`src/rtl/game_pkg.sv`:
```
// game_pkg: shared sprite sizes, event bit indices, channel states and the bounding-box test.
package game_pkg;
    localparam int D_W = 64;
    localparam int D_H = 64;
    localparam int R_W = 32;
    localparam int R_H = 32;
    localparam int M_W = 8;
    localparam int M_H = 16;
    localparam int SCR_W = 640;
    localparam int SCR_H = 480;
    localparam int EV_CRASH = 0;
    localparam int EV_HIT = 1;

    typedef enum logic [1:0] {IDLE, FIRE, HOLD} ch_state_t;

    // Strict overlap of two boxes given by their top-left corners and sizes.
    // The sums are 11 bits wide so a box near the right edge cannot wrap.
    function automatic logic overlap(
        input logic [9:0] ax, input logic [9:0] ay, input int aw, input int ah,
        input logic [9:0] bx, input logic [9:0] by, input int bw, input int bh
    );
        return ({1'b0, ax} < {1'b0, bx} + 11'(bw)) && ({1'b0, bx} < {1'b0, ax} + 11'(aw)) &&
               ({1'b0, ay} < {1'b0, by} + 11'(bh)) && ({1'b0, by} < {1'b0, ay} + 11'(ah));
    endfunction
endpackage

```
`src/rtl/event_channel.sv`:
```
// event_channel: turns a raw overlap level into one pulse per collision episode.
//   clk_22 : game tick clock
//   rst    : asynchronous active-low reset
//   ov_in  : combinational overlap for this channel
//   freeze : game over; forces the channel idle and masks the pulse
//   pulse  : single-cycle event, driven from registered state
module event_channel
    import game_pkg::*;
#(
    parameter int HOLDOFF = 12
) (
    input  logic clk_22,
    input  logic rst,
    input  logic ov_in,
    input  logic freeze,
    output logic pulse
);
    localparam int CW = $clog2(HOLDOFF + 1);

    logic          ov_q;
    ch_state_t     state, state_n;
    logic [CW-1:0] cnt, cnt_n;

    always_ff @(posedge clk_22 or negedge rst) begin
        if (!rst) begin
            ov_q  <= 1'b0;
            state <= IDLE;
            cnt   <= '0;
        end else begin
            ov_q  <= ov_in;
            state <= state_n;
            cnt   <= cnt_n;
        end
    end

    // HOLD leaves only after the full holdoff and once the sprites separate.
    always_comb begin
        state_n = state;
        cnt_n   = cnt;
        case (state)
            IDLE: if (ov_q) state_n = FIRE;
            FIRE: begin
                cnt_n   = CW'(HOLDOFF - 1);
                state_n = HOLD;
            end
            HOLD: begin
                if (cnt != '0) cnt_n = cnt - 1'b1;
                else if (!ov_q) state_n = IDLE;
            end
            default: state_n = IDLE;
        endcase
        if (freeze) state_n = IDLE;
    end

    assign pulse = (state == FIRE) && !freeze;
endmodule

```
`src/rtl/collision_event_gen.sv`:
```
// collision_event_gen: collision events, missile-hit count, robot lives and game over.
//   clk_22              : game tick clock (100 MHz / 2^22)
//   rst                 : asynchronous active-low reset
//   d_x/d_y, r_x/r_y,
//   m_x/m_y             : dragon, robot, missile top-left positions
//   d_valid/r_valid/
//   m_valid             : sprite shown / missile in flight
//   evt                 : game event bus, [1] missile hit dragon, [0] robot crashed into dragon
//   hit_cnt             : saturating missile-hit count
//   lives               : remaining robot lives
//   game_over           : sticky once lives reach 0
module collision_event_gen
    import game_pkg::*;
#(
    parameter int HOLDOFF = 12,
    parameter int LIVES   = 3
) (
    input  logic       clk_22,
    input  logic       rst,
    input  logic [9:0] d_x,
    input  logic [9:0] d_y,
    input  logic [9:0] r_x,
    input  logic [9:0] r_y,
    input  logic [9:0] m_x,
    input  logic [9:0] m_y,
    input  logic       d_valid,
    input  logic       r_valid,
    input  logic       m_valid,
    output logic [1:0] evt,
    output logic [7:0] hit_cnt,
    output logic [2:0] lives,
    output logic       game_over
);
    logic ov_hit, ov_crash;

    assign ov_hit   = overlap(m_x, m_y, M_W, M_H, d_x, d_y, D_W, D_H) && m_valid && d_valid;
    assign ov_crash = overlap(r_x, r_y, R_W, R_H, d_x, d_y, D_W, D_H) && r_valid && d_valid;

    event_channel #(.HOLDOFF(HOLDOFF)) u_hit (
        .clk_22 (clk_22),
        .rst    (rst),
        .ov_in  (ov_hit),
        .freeze (game_over),
        .pulse  (evt[EV_HIT])
    );

    event_channel #(.HOLDOFF(HOLDOFF)) u_crash (
        .clk_22 (clk_22),
        .rst    (rst),
        .ov_in  (ov_crash),
        .freeze (game_over),
        .pulse  (evt[EV_CRASH])
    );

    // Pulses are already masked by game_over, so the counters freeze with them.
    always_ff @(posedge clk_22 or negedge rst) begin
        if (!rst) begin
            hit_cnt   <= '0;
            lives     <= 3'(LIVES);
            game_over <= 1'b0;
        end else begin
            if (evt[EV_HIT] && hit_cnt != 8'hFF) hit_cnt <= hit_cnt + 1'b1;
            if (evt[EV_CRASH] && lives != 3'd0) begin
                lives <= lives - 1'b1;
                if (lives == 3'd1) game_over <= 1'b1;
            end
        end
    end
endmodule

```
`config.mk`:
```
export PLATFORM = sky130hd
export DESIGN_NAME = collision_event_gen
export DESIGN_NICKNAME = d
export VERILOG_FILES = /design/src/rtl/game_pkg.sv /design/src/rtl/event_channel.sv /design/src/rtl/collision_event_gen.sv
export SDC_FILE = /design/constraint.sdc
export NUM_CORES = 1
export LEC_CHECK = 0
export CORE_AREA = 2 2 74 76
export CTS_CLUSTER_DIAMETER = 40
export CTS_CLUSTER_SIZE = 30
export DETAILED_ROUTE_END_ITERATION = 10
export DIE_AREA = 0 0 76 78
export DONT_BUFFER_PORTS = 1
export PLACE_DENSITY = 0.8
export SETUP_SLACK_MARGIN = 0.5
export SYNTH_ARGS = -nofsm -noshare
export SYNTH_HDL_FRONTEND = slang
export SYNTH_SLANG_ARGS = --single-unit
```
`constraint.sdc`:
```
create_clock -name clk_22 -period 1.9 [get_ports clk_22]
set_input_delay 0.38 -clock clk_22 [delete_from_list [all_inputs] [get_ports clk_22]]
set_output_delay 0.38 -clock clk_22 [all_outputs]
set_load 0.02 [all_outputs]
```
Word level (Yosys, flattened, before mapping)
Cells that the tools add are included.
{"block": "totals", "elab_cells": 82, "register_bits": 26, "input_bits": 65}
{"block": "classes", "n_eq_ne": 14, "n_addsub": 10, "n_lt_le_gt_ge": 8, "n_reduce_logical": 27, "muxes": 14}
{"op": "$lt A10 B11 Y1", "n": 8}
{"op": "$add A10 B6 Y11 const B", "n": 2}
{"op": "$add A10 B7 Y11 const B", "n": 2}
{"op": "$mux W2", "n": 8}
{"op": "$pmux W4 S2", "n": 2}
{"op": "$logic_and A1 B1 Y1", "n": 14}
{"op": "$ne A3 B3 Y1 const B", "n": 4}
{"op": "$pmux W2 S3", "n": 2}
{"op": "$add A10 B4 Y11 const B", "n": 1}
{"op": "$add A10 B5 Y11 const B", "n": 1}
{"op": "$add A8 B1 Y8 const B", "n": 1}
{"op": "$mux W4", "n": 2}
{"op": "$ne A8 B8 Y1 const B", "n": 1}
{"op": "$reduce_bool A4 Y1", "n": 2}
{"op": "$sub A4 B1 Y4 const B", "n": 2}
{"op": "$ne A3 B2 Y1 const B", "n": 2}
{"op": "$reduce_and A2 Y1", "n": 3}
{"op": "$reduce_and A3 Y1", "n": 2}
{"op": "$eq A2 B1 Y1 const B", "n": 2}
{"op": "$eq A2 B2 Y1 const B", "n": 2}
{"op": "$logic_not A2 Y1", "n": 2}
{"op": "$ne A2 B1 Y1 const B", "n": 2}
{"op": "$reduce_bool A2 Y1", "n": 2}
{"op": "$eq A3 B1 Y1 const B", "n": 1}
{"op": "other kinds (3)", "n": 3}

Longest topological paths before layout
{"block": "depth", "depth_word": 7, "depth_mapped": 10, "mapped_depth_nobuf": 10}

Hierarchy
From an unflattened synthesis, not the netlist that was laid out.
{"block": "unflattened", "cells_unflattened": 397, "hier_area_um2": 3372.0}
{"mod": "collision_event_gen", "cells_per_inst": 317, "area_per_inst_um2": 2623.8, "n_inst": 1, "seq_area_each_um2": 302.8}
{"mod": "event_channel", "cells_per_inst": 40, "area_per_inst_um2": 374.1, "n_inst": 2, "seq_area_each_um2": 175.2}

Worst setup path before layout
No wires, ideal clock.
{"block": "synth_timing", "kind": "input to register", "start": "input m_y[4]", "end": "register u_hit.ov_q", "path_slack_ps": -253, "n_path_buf": 0, "path_stages": 9, "arrival_ps": 2058, "cell_sequence": "ha_1 nand3_1 xor2_1 ha_1 a21oi_1 nor2_1 a311o_1 a2111oi_0 nor4b_2"}
{"block": "synth_via", "elab_chain_cells": 5, "word_cells_on_any_way": 7}
{"element": "start, declared", "line": "collision_event_gen.sv:25", "rtl": "input logic [9:0] m_y,"}
{"element": "$add A10 B5 Y11 or $lt A10 B11 Y1 (tied branches)", "line": "game_pkg.sv:23", "rtl": "({1'b0, ay} < {1'b0, by} + 11'(bh)) && ({1'b0, by} < {1'b0, ay} + 11'(ah));"}
{"element": "$lt A10 B11 Y1 or $logic_and A1 B1 Y1 (tied branches)", "line": "game_pkg.sv:23, game_pkg.sv:22"}
{"element": "$logic_and A1 B1 Y1 *", "line": "game_pkg.sv:23"}
{"element": "$logic_and A1 B1 Y1 * (2 in series)", "line": "collision_event_gen.sv:36", "rtl": "assign ov_hit = overlap(m_x, m_y, M_W, M_H, d_x, d_y, D_W, D_H) && m_valid && d_valid;"}
{"element": "via ov_hit", "line": "collision_event_gen.sv:34", "rtl": "logic ov_hit, ov_crash;"}
{"element": "end signal, assigned", "line": "event_channel.sv:30", "rtl": "ov_q <= ov_in;"}
{"element": "end, declared", "line": "event_channel.sv:20", "rtl": "logic ov_q;"}
The timed path passes the listed nets; every way through them passes the cells marked *.
A chain may end at the register's enable or synchronous reset.

Worst setup path in the final report
{"block": "layout_timing", "start": "input m_x[3]", "end": "register u_hit.ov_q"}
{"block": "layout_via", "elab_chain_cells": 7, "word_cells_on_any_way": 8}
{"element": "start, declared", "line": "collision_event_gen.sv:24", "rtl": "input logic [9:0] m_x,"}
{"element": "$add A10 B4 Y11", "line": "game_pkg.sv:22", "rtl": "return ({1'b0, ax} < {1'b0, bx} + 11'(bw)) && ({1'b0, bx} < {1'b0, ax} + 11'(aw)) &&"}
{"element": "$lt A10 B11 Y1", "line": "game_pkg.sv:22"}
{"element": "$logic_and A1 B1 Y1 * (2 in series)", "line": "game_pkg.sv:22"}
{"element": "$logic_and A1 B1 Y1 *", "line": "game_pkg.sv:23"}
{"element": "$logic_and A1 B1 Y1 * (2 in series)", "line": "collision_event_gen.sv:36"}
{"element": "via ov_hit", "line": "collision_event_gen.sv:34"}
Marked as above.

==> impl_metrics.env <==
export IMPL_outcome="finished clean"
export IMPL_fillers=308
export IMPL_drive_gt1_frac=0.275
export IMPL_rsz0062_at_grt="yes"
export IMPL_slew_headroom=0.758
export IMPL_worstRegToRegCells=6
export IMPL_grt_overflow=0
export IMPL_reg2reg_to="hit_cnt[5]$_DFFE_PN0P_"
export IMPL_yosys_warnings=0
export IMPL_routed_wirelength_um=8130
export IMPL_pre_cts_ws_ps=-228
export IMPL_drt_iter0_markers=155
export IMPL_antenna_found_initial=0
export IMPL_yosys_area_top_type_share=0.331
export IMPL_grt_max_degree=27
export IMPL_cts_tree="built"
export IMPL_place_congestion=0.876
export IMPL_die_w_um=76
export IMPL_tns_ps=0
export IMPL_die_area_um2=5930
export IMPL_vias_per_cell=5.93
export IMPL_num_vias=2872
export IMPL_final_antenna_net_count=0
export IMPL_skew_ps=2.22
export IMPL_worstPathRequired_ps=2090
export IMPL_setup_viol=0
export IMPL_dr_pass1_iters=4
export IMPL_grt_pass1_vias=2938
export IMPL_worstSetupPathType="in2reg"
export IMPL_holdWs_ps=491
export IMPL_pwr_share_seq=0.349
export IMPL_async_flop_share=1.00
export IMPL_fin_util=0.823
export IMPL_wire_per_inst_um=16.8
export IMPL_crit_arrival_ps=2010
export IMPL_grt_total_usage=0.264
export IMPL_crit_path_end_kind="register"
export IMPL_yosysMostFrequentCell="ha_1"
export IMPL_clock_power_share=0.132
export IMPL_area_delta_synth_final_pct=27.7
export IMPL_rows=26
export IMPL_clock_latency_ps=270
export IMPL_portBuffers=0
export IMPL_synthTopCellsByCount="ha_1, inv_1, a21oi_1, dfrtp_1, nand2_1"
export IMPL_grt_pass1_wl_um=13000
export IMPL_finalCritPeriodShare=0.956
export IMPL_drv_cap=0
export IMPL_netlist_area_um2=3250
export IMPL_num_nets_final=566
export IMPL_hold_class="in2reg"
export IMPL_clock_root_buffer="clkbuf_8"
export IMPL_syn_area_per_cell_um2=8.83
export IMPL_path_clk_slew_ps=90
export IMPL_min_to="u_hit.ov_q$_DFF_PN0_"
export IMPL_ys_flop_type="dfrtp_1"
export IMPL_tightest_slew_ps=354
export IMPL_layout_min_cycle_time_ps=1820
export IMPL_r2r_slack_ps=330
export IMPL_synth_area_top_cells="ha_1, dfrtp_1, inv_1"
export IMPL_crit_path_max_fanout=5
export IMPL_chipHeight_um=78
export IMPL_use_met1=0.316
export IMPL_numCtsBuffers=3
export IMPL_power_density_nw_per_um2=591
export IMPL_grtUsageMet2=0.498
export IMPL_post_dp_hpwl_um=6130
export IMPL_p_sw_uw=948
export IMPL_seq_area_frac_synth=0.201
export IMPL_p_leak_nw=1.93
export IMPL_use_met3=0.0442
export IMPL_clock_sinks=26
export IMPL_route_detailed_drc=0
export IMPL_finalMaxSlewViolations=0
export IMPL_core_area_um2=5040
export IMPL_final_area_um2=4150
export IMPL_initial_core_util=0.644
export IMPL_yosysTopAreaCell="ha_1"
export IMPL_synth_distinct_cells=50
export IMPL_placed_area_um2=3700
export IMPL_r2r_start="hit_cnt[1]$_DFFE_PN0P_"
export IMPL_ir_drop_v=0.000445
export IMPL_synth_seq_cells=26
export IMPL_cts_max_level=1
export IMPL_cp_start_kind="input pin"
export IMPL_syn_nets=519
export IMPL_final_hold_violation_count=0
export IMPL_swShare=0.386
export IMPL_clockBufferDepth=2
export IMPL_min_delay_start="d_y[6]"
export IMPL_synthCells=368
export IMPL_synth_edf_count=0
export IMPL_io_pins=79
export IMPL_grt_busiest_layer="met2"
export IMPL_pwr_share_comb=0.519
export IMPL_antennaDiodeCount=0
export IMPL_setup_slack_ps=82.8
export IMPL_fmax_mhz=550
export IMPL_min_path_cells=3
export IMPL_power_internal_mw=1.51
through the flow:
| stage | total power [mW] | cells |
|---|---|---|
| after floorplan | 1.50 | 368 |
| after global placement | 1.69 | 459 |
| after detailed placement | 1.74 | 459 |
| after CTS | 2.21 | 476 |
| after global routing | 2.65 | 484 |
| final | 2.45 | 484 |
cell type report:
cell class,instances,area (um2),share of cell area
Clock buffer,4,45.0,0.0109
Multi-Input combinational cell,300,2840,0.685
Sequential cell,26,659,0.159
Tap cell,70,87.6,0.0211
Timing Repair Buffer,45,368,0.0887
Inverter,39,146,0.0353
worst max-delay path by stage:
stage,startpoint,cells after the start,endpoint
finish,m_x[3],10,u_hit.ov_q$_DFF_PN0_
detailed placement,m_x[3],10,u_hit.ov_q$_DFF_PN0_
CTS,m_x[3],10,u_hit.ov_q$_DFF_PN0_
global placement,m_x[3],10,u_hit.ov_q$_DFF_PN0_
global route,m_x[3],10,u_hit.ov_q$_DFF_PN0_
floorplan,m_y[4],9,u_hit.ov_q$_DFF_PN0_
logic make-up (layout without fill, tap and decap cells):
group | after synthesis | after routing | synth area share
DFF | 26 | 26 | 0.201
and+or+nand+nor | 104 | 104 | 0.169
adders and majority gates | 86 | 86 | 0.331
AOI/OAI and AO/OA | 79 | 79 | 0.163
buffers and inverters | 42 | 88 | 0.0508
xor gates and xnor gates | 30 | 30 | 0.0809
muxes | 1 | 1 | 0.00347
power groups by stage:
stage	registers, mW	clock network, mW	logic [mW]
2_1_floorplan	0.836	0	0.665
3_3_place_gp	0.865	0	0.826
3_5_place_dp	0.870	0	0.868
4_1_cts	0.846	0.322	1.04
5_1_grt	0.875	0.361	1.42
6_report	0.856	0.325	1.27
sequential cells by signal, summed over array words and instances, names as in the netlist:
signal,flops
game_over,1
hit_cnt,8
lives,3
u_crash.cnt,4
u_crash.ov_q,1
u_crash.state,2
u_hit.cnt,4
u_hit.ov_q,1
u_hit.state,2
critical path, cell delays in order:
cell	delay [ps]
ha_4	120
and3_4	190
nand3_2	70
xor2_1	150
ha_1	180
o21ai_1	80
nand4_1	120
a311o_1	300
a2111oi_2	180
nor4b_2	220
cells in the final DEF, fill, tap and decap left out, drive strengths merged, types with 2 or more instances in the layout:
cell	instances
ha	86
buf	44
inv	39
a21oi	29
dfrtp	24
nand2	22
nand3	21
nor2	18
xor2	15
xnor2	15
o21ai	11
nand2b	8
o211ai	7
nand4	7
nor3	7
a21o	6
a2111oi	5
a211oi	4
clkbuf	4
and3	4
nand3b	3
or2	3
nor4b	3
or2b	2
o2111ai	2
nor2b	2
dfstp	2
o21a	2
metal layers:
metal  vias up  part of all wire  wire, um
met5         -                 0         0
met4         0             0.011        90
met3        11             0.049       395
met2        88              0.53      4290
met1      1351              0.41      3360
li1       1422                 -         -
repair_timing:
action / 4_1_cts / 5_1_grt
setup endpoints to repair: 19 / 20
buffers inserted: 11 / 8
endpoints found under the hold margin: 26 / 0
gates resized for setup: 17 / 29
hold buffers: 2 / 0
gates cloned: 0 / 0
pin swaps: 13 / 13
Note: power is estimated with default switching activity, not from simulation.
